$ cat config.mk
export PLATFORM = sky130hd
export DESIGN_NAME = rr_arb_mux
export DESIGN_NICKNAME = d
export VERILOG_FILES = /design/src/rtl/rr_arb_mux.sv
export SDC_FILE = /design/constraint.sdc
export NUM_CORES = 1
export LEC_CHECK = 0
export ABC_AREA = 0
export CAP_MARGIN = 5
export CORE_AREA = 2 2 121 123
export DETAILED_ROUTE_END_ITERATION = 8
export DIE_AREA = 0 0 123 125
export PLACE_DENSITY = 0.74
export SKIP_CTS_REPAIR_TIMING = 1
export SYNTH_ARGS = -nofsm -noshare
export SYNTH_HDL_FRONTEND = slang
export SYNTH_SLANG_ARGS = --single-unit
$ cat constraint.sdc
create_clock -name clk -period 13.85 [get_ports clk]
set_input_delay 2.77 -clock clk [delete_from_list [all_inputs] [get_ports clk]]
set_output_delay 2.77 -clock clk [all_outputs]
set_load 0.005 [all_outputs]
$ cat src/rtl/rr_arb_mux.sv
// Registered N:1 arbiter-mux: picks one valid/ready producer per cycle, either round-robin
// or fixed-priority, and holds the winning beat plus its channel index in a single output stage.
module rr_arb_mux #(
    parameter int WIDTH  = 32,
    parameter int NUM_IN = 8,
    parameter int IDX_W  = $clog2(NUM_IN),
    parameter int MODE   = 0
) (
    input  logic                    clk,
    input  logic                    rst,
    input  logic [NUM_IN-1:0]       in_valid,
    input  logic [NUM_IN*WIDTH-1:0] in_data,
    output logic [NUM_IN-1:0]       in_ready,
    output logic                    out_valid,
    input  logic                    out_ready,
    output logic [WIDTH-1:0]        out_data,
    output logic [IDX_W-1:0]        out_idx
);

    logic [IDX_W-1:0] ptr;
    logic [IDX_W-1:0] start_idx;
    logic [IDX_W-1:0] grant_idx;
    logic             grant_found;
    logic             can_load;
    logic             accept;

    // Circular scan from start_idx; the extra bit lets the sum wrap at NUM_IN, not 2^IDX_W.
    always_comb begin
        logic [IDX_W:0]   scan;
        logic [IDX_W-1:0] cand;
        scan        = '0;
        cand        = '0;
        start_idx   = (MODE == 0) ? ptr : '0;
        grant_found = 1'b0;
        grant_idx   = '0;
        for (int k = 0; k < NUM_IN; k++) begin
            scan = {1'b0, start_idx} + (IDX_W + 1)'(k);
            if (scan >= (IDX_W + 1)'(NUM_IN)) begin
                scan = scan - (IDX_W + 1)'(NUM_IN);
            end
            cand = scan[IDX_W-1:0];
            if (!grant_found && in_valid[cand]) begin
                grant_found = 1'b1;
                grant_idx   = cand;
            end
        end
    end

    assign can_load = !out_valid || out_ready;
    assign accept   = can_load && grant_found && !rst;

    always_comb begin
        in_ready = '0;
        if (accept) begin
            in_ready[grant_idx] = 1'b1;
        end
    end

    // A new accept overwrites the register even while the old beat drains, so there is no bubble.
    always_ff @(posedge clk) begin
        if (rst) begin
            out_valid <= 1'b0;
            out_data  <= '0;
            out_idx   <= '0;
            ptr       <= '0;
        end else begin
            if (accept) begin
                out_valid <= 1'b1;
                out_data  <= in_data[int'(grant_idx)*WIDTH +: WIDTH];
                out_idx   <= grant_idx;
                if (MODE == 0) begin
                    ptr <= (grant_idx == IDX_W'(NUM_IN - 1)) ? '0 : grant_idx + 1'b1;
                end
            end else if (out_ready) begin
                out_valid <= 1'b0;
            end
        end
    end

endmodule

==> results.txt <==
Share of the synthesized area in the top cell type: 23.8%
Core Box Area: 14,200 sq um
Area Growth Syn to Fin: 73.2%
All-layer global routing usage: 23.3%
Power density over the cells: 192 nW/um^2
Die Y: 125 um
LEAKAGE: 3.08 nW
Worst path max stage delay: 0.60 ns
Psw: 0.000691 W
Internal: 0.000817 W
Top cell family by delay on the critical path: buffers and inverters
Final hold vios: 0
Post-layout min period: 9.58 ns
Hold Crit Class: reg2reg
Routed vias: 5,181
Area of the multi-input gates: 3520 sq um
Largest area contributor in the netlist: mux2i_1
RePlAce Congestion: 0.897
Die Span X: 123 um
FILL cells: 1,305
#FFs+latches synth: 39
CP Cell Sequence: clkdlybuf4s50_1 > mux4_2 > mux2i_1 > nand2b_1 > o311ai_1 > o31ai_4 > buf_4 > buf_4 > nor4_4 > clkdlybuf4s50_1
CP Buf/Inv Count: 4
Top post-synthesis cells by count: mux2i_1 (108), nor2_1 (58), dfxtp_1 (39), nand2_1 (33), mux2_2 (20)
CTS Buffer Depth: 2
Tot Pwr: 0.00151 W
Vias in the first global route: 5,398
Initial Util: 31.9%
Top-count cell post-synth: mux2i_1
Register area share after synthesis: 17.2%
Overflow after GRT: 0
Largest fanout on the critical path: 39
Initial DRC Count: 207
Post-DRT Antenna Nets: 0
Worst clock skew: 0.00744 ns
VDD IR max: 0.000161 V
Die ar.: 15,400 sq um
Synth Cell Area: 4540 sq um
Row cnt: 44
Nets: 1,055
Asr flop ratio synth: 0%
Worst EP arrival: 6.81 ns
Post-synth EDFFs: 0
FF+latch area: 781 sq um
First-pass GRT wire length: 28,200 um
Fmax achieved: 0.104 GHz
Number of I/O pins: 311
Port-buffer cells: 310
Overall routed net length: 18,700 um
Avg Inst Size Synth: 9.07 sq um
Num CTS Buffers: 5
Most used DFF post-synth: dfxtp_1
DR DRC count: 0
Drt pass-1 iters: 5
Post-Syn Nets: 769
Final Instance Area: 7860 sq um
Post-DP Area: 7710 sq um
Initial antenna violation count: 1
Synth area leaders: mux2i_1 (24%), dfxtp_1 (17%), mux4_2 (7.9%)
CTS sink count: 39
Setup violators final: 0
Post-Synthesis Cells: 500
# H-tree levels: 2
Drt via density: 5.33
Clock root cell: clkbuf_16
DR WL/cell: 19.2 um
Crit start category: primary input
Post-DP HPWL: 15,100 um
Worst Max-Slew Pin Slew: 1.06 ns
Tcrit/Tclk final: 69.2%
Final Max Slew Viols: 0
Clock slew at reported path FFs: 0.06 ns
Required time worst endpoint: 11.08 ns
Pin count of the biggest net entering global routing: 48
Clock insertion delay at the later pin of the skew report: 0.29 ns
CP Class: in2out
Slowest CP cell: clkdlybuf4s50_1
CTS tree: built
RSZ-0062 raised after global routing: no
Status: complete, no violations
Reg power frac: 13.3%
Max-slew headroom: 28.9%
Syn. warnings: 0
Post-route setup TNS: 0 ns
Combinational group share of total power: 79.0%
Max_cap viols: 0
Post-synth cell types: 57
CP endpoint kind: primary output
Sw frac: 45.8%
Clock power share: 7.7%
Layout cells sized above 1: 10.7%
-- through the flow --
step,utilization [%],hold slack (ns),worst slack [ns],cells
2_1_floorplan,-,0.439,6.11,500
3_3_place_gp,54.3,0.432,4.49,963
3_5_place_dp,54.3,0.436,4.26,963
4_1_cts,55.3,0.447,4.25,971
5_1_grt,55.3,0.474,3.97,972
6_report,55.3,0.444,4.27,972
-- cell families after synthesis --
logic type	Yosys count	synth area share (%)
compound gates	95	16.0
xor+xnor	4	0.773
fa+ha+maj	2	0.552
buf+inv	45	5.85
flops	39	17.2
mux	155	39.5
simple gates	160	20.1
-- cell type report --
class | instances | area share, %
antenna | 1 | 0.0319
clock buffer | 6 | 1.64
clock inverter | 2 | 0.159
inverter | 5 | 0.239
multi-input combinational | 416 | 44.8
sequential | 39 | 9.94
tap | 184 | 2.93
timing repair buffer | 319 | 40.3
-- sequential cells by signal, indices dropped and copies added, names as in the netlist --
| signal | count |
|---|---|
| out_valid | 1 |
| out_idx | 3 |
| ptr | 3 |
| out_data | 32 |
-- worst paths after layout --
kind	startpoint	to	slack, ns	cells after the start
worst max-delay path	in_valid[0]	in_ready[1]	4.27	10
worst min-delay path	out_idx[2]$_SDFFE_PP0P_	out_idx[2]$_SDFFE_PP0P_	0.44	2
worst max register to register	ptr[1]$_SDFFE_PP0P_	out_data[18]$_SDFFE_PP0P_	8.49	12
worst min register to register	out_idx[2]$_SDFFE_PP0P_	out_idx[2]$_SDFFE_PP0P_	0.44	2
-- worst register-to-register path: stages, from the launching register on --
cell and delay [ns]:
dfxtp_1 0.89, inv_1 0.33, ha_1 0.60, mux4_2 0.64, mux2i_2 0.30, a2bb2oi_2 0.15, o31a_1 0.37, o31ai_4 0.19
buf_4 0.48, buf_4 0.54, mux2_2 0.42, a222oi_1 0.22, o211ai_1 0.13
-- routing by layer --
layer	vias up	GRT usage (%)	wire length, um
met4	0	5.68	320
met2	223	43.3	9700
met1	2449	27.2	7330
met5	-	0	0
met3	21	4.43	1340
li1	2488	-	-
-- layout by cell type, fill, tap and decap left out, types with 11 or more instances in the layout --
cell type,instances
nor4_2,18
mux2i_1,108
mux4_2,16
clkdlybuf4s50_1,309
dfxtp_1,39
nor2_1,58
mux2_2,20
o21ai_0,11
a22o_1,19
and3_1,11
a22oi_1,19
nand2_1,33
-- power groups by stage --
stage	Sequential, W	Clock (W)	Combinational [W]
final	0.000201	0.000117	0.00119
after floorplan	0.000186	0	0.000892
after global routing	0.000207	0.000124	0.00129
after global placement	0.000200	0	0.00118
after detailed placement	0.000203	0	0.00120
after CTS	0.000201	0.000119	0.00120
Power figures use the tool's default switching activity.
